`config.mk`:
```
export PLATFORM = sky130hd
export DESIGN_NAME = life_grid
export DESIGN_NICKNAME = d
export VERILOG_FILES = /design/src/rtl/life_pkg.sv /design/src/rtl/life_row_eval.sv /design/src/rtl/life_grid.sv
export SDC_FILE = /design/constraint.sdc
export NUM_CORES = 1
export LEC_CHECK = 0
export ABC_AREA = 1
export CELL_PAD_IN_SITES_DETAIL_PLACEMENT = 1
export CELL_PAD_IN_SITES_GLOBAL_PLACEMENT = 2
export CORE_MARGIN = 5
export CORE_UTILIZATION = 25
export CTS_CLUSTER_DIAMETER = 60
export CTS_CLUSTER_SIZE = 40
export DETAILED_ROUTE_END_ITERATION = 16
export PLACE_DENSITY_LB_ADDON = 0.1
export SLEW_MARGIN = 5
export SYNTH_ARGS = -nofsm -noshare
export SYNTH_HDL_FRONTEND = slang
export SYNTH_SLANG_ARGS = --single-unit
export TNS_END_PERCENT = 10
```
`constraint.sdc`:
```
create_clock -name clk -period 12.7 [get_ports clk]
set_input_delay 3.81 -clock clk [delete_from_list [all_inputs] [get_ports clk]]
set_output_delay 3.81 -clock clk [all_outputs]
set_load 0.005 [all_outputs]
```
`src/rtl/life_pkg.sv`:
```
// Shared types and constants for the life_grid Game of Life engine.
package life_pkg;

  typedef enum logic [1:0] {
    S_IDLE   = 2'd0,
    S_EVAL   = 2'd1,
    S_COMMIT = 2'd2
  } life_state_e;

  localparam logic [8:0] CONWAY_BIRTH   = 9'b000001000;
  localparam logic [8:0] CONWAY_SURVIVE = 9'b000001100;
  localparam logic [8:0] HIGHLIFE_BIRTH = 9'b001001000;

  // Wide enough to hold a neighbour count of 0..8.
  localparam int CNT_W = 4;

  function automatic logic [CNT_W-1:0] count8(input logic [7:0] nb);
    logic [CNT_W-1:0] sum;
    sum = '0;
    for (int i = 0; i < 8; i++) begin
      sum = sum + CNT_W'(nb[i]);
    end
    return sum;
  endfunction

endpackage

```
`src/rtl/life_row_eval.sv`:
```
// Combinational next-generation evaluator for one grid row; the caller
// presents the rows above, at and below the row being computed.
module life_row_eval
  import life_pkg::*;
#(
  parameter int COLS = 8,
  parameter int WRAP = 0
) (
  input  logic [COLS-1:0] row_up,
  input  logic [COLS-1:0] row_cur,
  input  logic [COLS-1:0] row_dn,
  input  logic [8:0]      birth_mask,
  input  logic [8:0]      survive_mask,
  output logic [COLS-1:0] row_next
);

  logic [COLS-1:0] up_l_s, up_r_s, cur_l_s, cur_r_s, dn_l_s, dn_r_s;

  // Bit c of the result holds column c-1; column -1 is either dead or wraps.
  function automatic logic [COLS-1:0] from_left(input logic [COLS-1:0] v);
    if (WRAP != 0) begin
      return {v[COLS-2:0], v[COLS-1]};
    end else begin
      return {v[COLS-2:0], 1'b0};
    end
  endfunction

  function automatic logic [COLS-1:0] from_right(input logic [COLS-1:0] v);
    if (WRAP != 0) begin
      return {v[0], v[COLS-1:1]};
    end else begin
      return {1'b0, v[COLS-1:1]};
    end
  endfunction

  assign up_l_s  = from_left(row_up);
  assign up_r_s  = from_right(row_up);
  assign cur_l_s = from_left(row_cur);
  assign cur_r_s = from_right(row_cur);
  assign dn_l_s  = from_left(row_dn);
  assign dn_r_s  = from_right(row_dn);

  // Per-column neighbour count selects the rule bit for a live or dead cell.
  always_comb begin
    logic [CNT_W-1:0] cnt;
    row_next = '0;
    cnt      = '0;
    for (int c = 0; c < COLS; c++) begin
      cnt = count8({up_l_s[c], row_up[c], up_r_s[c], cur_l_s[c],
                    cur_r_s[c], dn_l_s[c], row_dn[c], dn_r_s[c]});
      if (row_cur[c]) begin
        row_next[c] = survive_mask[cnt];
      end else begin
        row_next[c] = birth_mask[cnt];
      end
    end
  end

endmodule

```
`src/rtl/life_grid.sv`:
```
// Row-serial Game of Life engine: one row evaluated per cycle, whole grid
// committed at once. Optional stable detection under LIFE_STABLE_DETECT_EN.
module life_grid
  import life_pkg::*;
#(
  parameter int ROWS  = 8,
  parameter int COLS  = 8,
  parameter int WRAP  = 0,
  parameter int GEN_W = 16
) (
  input  logic                     clk,
  input  logic                     rst,
  input  logic [8:0]               birth_mask,
  input  logic [8:0]               survive_mask,
  input  logic                     clear,
  input  logic                     load_valid,
  input  logic [$clog2(ROWS)-1:0]  load_row,
  input  logic [COLS-1:0]          load_data,
  output logic                     load_ready,
  input  logic                     step,
  input  logic                     run,
  output logic                     busy,
  output logic                     gen_done,
  output logic                     stable,
  output logic [GEN_W-1:0]         generation,
  output logic [ROWS*COLS-1:0]     grid
);

  localparam int RW = $clog2(ROWS);
  localparam logic [RW-1:0] ROW_LAST = RW'(ROWS - 1);

  life_state_e            state_r;
  logic [RW-1:0]          row_r;
  logic [ROWS*COLS-1:0]   grid_r;
  logic [ROWS*COLS-1:0]   buf_r;
  logic [8:0]             birth_r, survive_r;
  logic [GEN_W-1:0]       generation_r;
  logic                   busy_r, gen_done_r, load_ready_r;

  int                     cur_i_s, up_i_s, dn_i_s;
  logic                   up_live_s, dn_live_s;
  logic [COLS-1:0]        row_up_s, row_cur_s, row_dn_s, row_next_s;
  logic                   idle_s, run_go_s;
  logic                   clear_go_s, load_go_s, start_go_s;

`ifdef LIFE_STABLE_DETECT_EN
  logic changed_r, stable_r;
  assign run_go_s = run & ~stable_r;
  assign stable   = stable_r;
`else
  assign run_go_s = run;
  assign stable   = 1'b0;
`endif

  assign idle_s     = (state_r == S_IDLE) & load_ready_r;
  assign clear_go_s = idle_s & clear;
  assign load_go_s  = idle_s & ~clear & load_valid & (int'(load_row) < ROWS);
  assign start_go_s = idle_s & ~clear & ~load_valid & (step | run_go_s);

  // Select the neighbour rows of the row under evaluation, honouring WRAP.
  always_comb begin
    cur_i_s   = int'(row_r);
    up_i_s    = 0;
    dn_i_s    = 0;
    up_live_s = 1'b1;
    dn_live_s = 1'b1;
    if (cur_i_s == 0) begin
      up_i_s    = ROWS - 1;
      up_live_s = (WRAP != 0);
    end else begin
      up_i_s    = cur_i_s - 1;
      up_live_s = 1'b1;
    end
    if (cur_i_s == ROWS - 1) begin
      dn_i_s    = 0;
      dn_live_s = (WRAP != 0);
    end else begin
      dn_i_s    = cur_i_s + 1;
      dn_live_s = 1'b1;
    end
    row_cur_s = grid_r[cur_i_s*COLS +: COLS];
    if (up_live_s) begin
      row_up_s = grid_r[up_i_s*COLS +: COLS];
    end else begin
      row_up_s = '0;
    end
    if (dn_live_s) begin
      row_dn_s = grid_r[dn_i_s*COLS +: COLS];
    end else begin
      row_dn_s = '0;
    end
  end

  life_row_eval #(
    .COLS (COLS),
    .WRAP (WRAP)
  ) u_row_eval (
    .row_up       (row_up_s),
    .row_cur      (row_cur_s),
    .row_dn       (row_dn_s),
    .birth_mask   (birth_r),
    .survive_mask (survive_r),
    .row_next     (row_next_s)
  );

  // Sequencer: IDLE loads/clears, EVAL fills the buffer, COMMIT publishes it.
  always_ff @(posedge clk or posedge rst) begin
    if (rst) begin
      state_r      <= S_IDLE;
      row_r        <= '0;
      grid_r       <= '0;
      buf_r        <= '0;
      birth_r      <= '0;
      survive_r    <= '0;
      generation_r <= '0;
      busy_r       <= 1'b0;
      gen_done_r   <= 1'b0;
      load_ready_r <= 1'b0;
    end else begin
      gen_done_r <= 1'b0;
      case (state_r)
        S_IDLE: begin
          load_ready_r <= 1'b1;
          if (clear_go_s) begin
            grid_r       <= '0;
            generation_r <= '0;
          end else if (load_go_s) begin
            grid_r[int'(load_row)*COLS +: COLS] <= load_data;
          end else if (start_go_s) begin
            state_r      <= S_EVAL;
            row_r        <= '0;
            birth_r      <= birth_mask;
            survive_r    <= survive_mask;
            busy_r       <= 1'b1;
            load_ready_r <= 1'b0;
          end else begin
            state_r <= S_IDLE;
          end
        end
        S_EVAL: begin
          buf_r[cur_i_s*COLS +: COLS] <= row_next_s;
          if (row_r == ROW_LAST) begin
            state_r <= S_COMMIT;
          end else begin
            row_r <= row_r + RW'(1);
          end
        end
        S_COMMIT: begin
          grid_r       <= buf_r;
          generation_r <= generation_r + GEN_W'(1);
          gen_done_r   <= 1'b1;
          busy_r       <= 1'b0;
          load_ready_r <= 1'b1;
          state_r      <= S_IDLE;
        end
        default: begin
          state_r      <= S_IDLE;
          busy_r       <= 1'b0;
          load_ready_r <= 1'b0;
        end
      endcase
    end
  end

`ifdef LIFE_STABLE_DETECT_EN
  // Track whether any row changed during the step; any grid edit clears stable.
  always_ff @(posedge clk or posedge rst) begin
    if (rst) begin
      changed_r <= 1'b0;
      stable_r  <= 1'b0;
    end else if (clear_go_s || load_go_s) begin
      stable_r <= 1'b0;
    end else if (start_go_s) begin
      changed_r <= 1'b0;
    end else if (state_r == S_EVAL) begin
      changed_r <= changed_r | (|(row_next_s ^ row_cur_s));
    end else if (state_r == S_COMMIT) begin
      stable_r <= ~changed_r;
    end else begin
      changed_r <= changed_r;
    end
  end
`endif

  assign load_ready = load_ready_r;
  assign busy       = busy_r;
  assign gen_done   = gen_done_r;
  assign generation = generation_r;
  assign grid       = grid_r;

endmodule

```
==> results.txt, run 1 <==
GR Overflow Total: 0
Hold-fix buffers, CTS: 0
Pre-Repair DR Iteration Count: 5
Clock Latency Late Sink: 0.47 ns
Top post-synthesis cells by area: dfrtp_1 (34%), nand2_1 (18%), nand3_1 (8.8%)
Hold path start: buf_r[29]
Hold Crit Depth: 2
Fill cells: 6065
Final TNS setup: 0 ns
PortBufs: 117
Yosys cell types: 45
Core ar.: 0.04895 mm2
Flop2flop setup slack: 5.45 ns
DR WL/cell: 23.29 um
DIE WIDTH: 232.5 um
Reg-to-reg startpoint: row_r[1]
Mean Syn Cell Area: 6.828 um2
HPWL after DPL: 45.75 mm
Clock sink count: 170
Routed vias/inst: 4.993
# Max-Cap Violations: 0
RSZ-0062 raised after global routing: false
Num CTS Buffers: 17
EDFF count, synth: 0
Synthesized flop and latch total: 170
Clock-pin slew on the worst setup and hold paths: 0.07 ns
Area growth syn-to-layout: 18.93%
Final hold violations: 0
Tmin final: 7.245 ns
DR DRC count: 0
Share of cells above drive strength 1: 5.687%
First-pass GRT wire length: 87.42 mm
Die H: 232.5 um
Setup violators final: 0
WP data required: 13.04 ns
Cell with the most instances after synthesis: nand2_1
Worst Tran Pin Value: 1.247 ns
Die area: 0.05404 mm2
Core Rows: 81
I/O Pins: 119
Crit path kind: reg -> reg
Synth warn: 0
Placed cell areas: 0.01414 mm2
Status: finished clean
Clock Path Buffers: 2
Drt initial violations: 1065
R2R cell count: 25
Initial Util: 25.28%
Final nets: 1978
Worst hold path type: reg -> reg
F_max: 0.1380 GHz
Root Buffer: clkbuf_16
Post-synth top area share: 34.38%
Antenna cells: 0
Vias in the first global route: 13050
Gr usage total: 21.94%
Critical path fanouts, max: 20
Post-Syn Instances: 1812
Post-CTS Resized: 0
Critical path capture point type: flop
Final Cycle Share: 57.05%
Async set-reset flop share out of synthesis: 100.0%
Slew margin rel.: 16.58%
Syn nets: 1904
Worst Setup Start Kind: flop
RD Place Congestion: 0.8675
Clock Skew: 0.01707 ns
Antenna-violating nets left: 0
Placed cell count: 2531
Max Slew Vio Count: 0
Seq/Total Area, Yosys: 34.38%
Routed via count: 12800
Reg2reg end: buf_r[33]
Wirelength, routed: 59.70 mm
WHS Endpoint: buf_r[29]
Largest net degree at the start of global routing: 68
Synth Cell Area: 0.01237 mm2
Yosys top cell by area: dfrtp_1
H-tree Lvls: 4
Fin area: 0.01472 mm2
CTS tree: yes
Top_reg_cell synth: dfrtp_1
Initial antenna violation count: 0
Postcts setup bufs: 0
Commonest cells post-synth: nand2_1 (605), nand3_1 (217), inv_1 (187), dfrtp_1 (170), o21ai_0 (139)
Worst Hold Slack: 0.4845 ns
Finished Layout Cells: 2563
CP Data Arrival Time: 7.58 ns
worst max-delay path by stage:
stage / start / endpoint / depth (start not counted)
final: row_r[1] / buf_r[33] / 25
after global routing: row_r[1] / buf_r[49] / 25
after CTS: row_r[1] / buf_r[50] / 25
after detailed placement: row_r[1] / buf_r[2] / 25
after global placement: row_r[1] / buf_r[2] / 25
after floorplan: rst / birth_r[0] / 1
cell families after synthesis:
logic type	after synthesis	share of synthesized area, %
buffers and inverters	286	9.404
AND/OR/NAND/NOR	970	33.38
adder cells (fa/ha/maj)	57	7.463
flip-flops	170	34.38
XOR/XNOR	10	0.7078
other	1	0.03031
AO/OA/AOI/OAI	316	14.47
multiplexers	2	0.1618
critical path: stages (launching register included):
cell      delay, ns
dfrtp_1        0.33
buf_4          0.25
inv_2          0.24
ha_1           0.37
inv_1          0.28
nor2_2         0.30
clkinv_1       0.50
o211ai_1       0.27
a21oi_1        0.09
a211oi_1       0.84
ha_1           0.39
inv_1          0.07
fa_1           0.44
fa_1           0.52
inv_1          0.05
fa_1           0.37
inv_1          0.08
fa_1           0.52
a21oi_1        0.15
o21ai_0        0.13
nand3_1        0.11
nand3_1        0.07
nand2_1        0.08
nand2_1        0.37
nand2_1        0.17
o21ai_0        0.09
per-stage QoR:
stage	utilization [%]	setup slack [ns]
2_1_floorplan	-	4.287
3_3_place_gp	28.88	5.614
3_5_place_dp	28.88	5.483
4_1_cts	30.06	5.447
5_1_grt	30.06	5.066
6_report	30.06	5.455
flip-flops by register name (all words and copies together) (netlist names):
register,flops
buf_r,64
grid,64
row_r,3
busy,1
gen_done,1
birth_r,9
state_r,2
load_ready,1
generation,16
survive_r,9
layout by cell type (no fill, tap or decap), types with 18 or more instances in the layout:
master | Yosys | layout
nand2_1 | 605 | 605
nand3_1 | 217 | 217
inv_1 | 187 | 185
dfrtp_1 | 170 | 169
o21ai_0 | 139 | 139
clkdlybuf4s50_1 | 0 | 117
nor2_1 | 92 | 91
a21oi_1 | 90 | 90
o211ai_1 | 36 | 36
ha_1 | 29 | 29
fa_1 | 28 | 28
nor2_2 | 17 | 18
final cells by class:
cell class,instances,area [um2],area share (%)
multi-input combinational,1356,6965,47.33
sequential,170,4255,28.92
timing repair buffer,134,1299,8.826
tap,664,830.8,5.646
inverter,207,787.0,5.348
clock buffer,20,466.7,3.171
clock inverter,12,111.4,0.7567
layer usage:
layer / vias up / share of wire (%) / global-route usage [%] / routed length [um]
li1: 6039 / - / - / -
met1: 6414 / 48 / 31.40 / 28840
met2: 293 / 45 / 35.28 / 27140
met3: 50 / 4.7 / 3.307 / 2778
met4: 0 / 1.6 / 4.615 / 943
met5: - / 0 / 0 / 0
Power of run 1 is not shown: default switching activity piles up to over one toggle a cycle in this logic, so the estimate is an artifact.
==> inputs of run 2 (changes only) <==
Clock period 12.7 ns to 6.8 ns, I/O delays scaled along.
==> results.txt, run 2 (synthesis gave the netlist of run 1 again) <==
Die area: 0.05404 mm2
Routed vias/inst: 4.975
Wirelength, routed: 59.27 mm
I/O Pins: 119
R2R cell count: 27
Placed cell count: 2540
Reg2reg end: buf_r[37]
Reg-to-reg startpoint: row_r[1]
Core Rows: 81
Area growth syn-to-layout: 19.51%
Clock Path Buffers: 2
Vias in the first global route: 13330
Crit path to: buf_r[37]
Final nets: 1987
Root Buffer: clkbuf_16
Final hold violations: 0
Clock Skew: 0.01604 ns
CTS tree: yes
Setup violators final: 0
Antenna cells: 0
Most common cell after layout, fill and taps aside: nand2_1
Crit. path cell count: 27
Worst Setup Start Kind: flop
Initial Util: 25.28%
F_max: 0.1603 GHz
RSZ-0062 raised after global routing: false
Num CTS Buffers: 17
CP bufs+invs: 9
Slew margin rel.: 50.06%
Finished Layout Cells: 2572
# Max-Cap Violations: 0
PortBufs: 117
Core ar.: 0.04895 mm2
DR DRC count: 0
First-pass GRT wire length: 87.95 mm
Critical path capture point type: flop
Final TNS setup: 0 ns
Die H: 232.5 um
Critical path fanouts, max: 17
CP Data Arrival Time: 6.59 ns
Clock-pin slew on the worst setup and hold paths: 0.07 ns
Share of cells above drive strength 1: 6.080%
Gr usage total: 22.06%
Critical path's largest stage delay: 0.53 ns
Worst Setup SP: row_r[1]
Final Cycle Share: 91.73%
Max Slew Vio Count: 0
Largest net degree at the start of global routing: 71
Hold path start: buf_r[30]
Worst hold path type: reg -> reg
Clock Latency Late Sink: 0.50 ns
Most Frequent Cell on Critical Path: inv_1
HPWL after DPL: 45.40 mm
Crit path max-delay family: adder cells
Fill cells: 6043
Crit path kind: reg -> reg
Status: finished clean
WP data required: 7.16 ns
Drt initial violations: 764
RD Place Congestion: 0.8755
Worst Tran Pin Value: 0.7491 ns
Routed via count: 12800
DR WL/cell: 23.04 um
Initial antenna violation count: 2
Clock sink count: 170
Pre-Repair DR Iteration Count: 5
Most frequent cells in the layout: nand2_1 (605), nand3_1 (217), inv_1 (185)
Tmin final: 6.238 ns
DIE WIDTH: 232.5 um
GR Overflow Total: 0
Antenna-violating nets left: 0
Flop2flop setup slack: 0.56 ns
CP max-delay cell: fa_1
H-tree Lvls: 4
## run 2: worst min path at each step
stage	endpoint	slack, ns	depth (start not counted)
after global placement	buf_r[50]	0.46	2
after detailed placement	buf_r[52]	0.47	2
after global routing	buf_r[49]	0.50	2
after CTS	buf_r[29]	0.49	2
final	buf_r[30]	0.49	2
after floorplan	buf_r[57]	0.45	2
## run 2: timing repair
item,4_1_cts,5_1_grt
hold buffers,0,0
endpoints found under the setup margin,0,3
setup buffers,0,0
gates resized for setup,0,1
## run 2: area by class of cell
cell class	count	area [um2]	area share, %
timing repair buffer	143	1366	9.240
inverter	207	790.8	5.348
tap	664	830.8	5.619
multi-input combinational	1356	6965	47.11
clock inverter	10	103.9	0.7023
sequential	170	4255	28.78
clock buffer	22	474.2	3.207
## run 2: tightest hold or removal path, stage by stage, from the launching register on
cell,delay [ns]
dfrtp_1,0.35
nand2_1,0.05
nand2_1,0.05
## run 2: routing by layer
| layer | track usage (%) | share of wire (%) | wire [um] |
|---|---|---|---|
| met5 | 0 | 0 | 0 |
| met4 | 4.744 | 1.5 | 891 |
| met3 | 4.124 | 4.2 | 2491 |
| met2 | 35.86 | 47 | 27630 |
| met1 | 30.71 | 48 | 28260 |
## run 2: stage by stage
step,hold WS [ns],util (%),setup WS (ns),area (um2)
final,0.4859,30.21,0.5621,14790
after global routing,0.5024,30.21,0.1052,14790
after CTS,0.4870,30.20,0.3833,14780
after detailed placement,0.4667,29.02,0.4052,14200
after global placement,0.4645,29.02,0.5601,14200
after floorplan,0.4494,-,0.1566,12370
Power of run 2 is left out for the same reason.
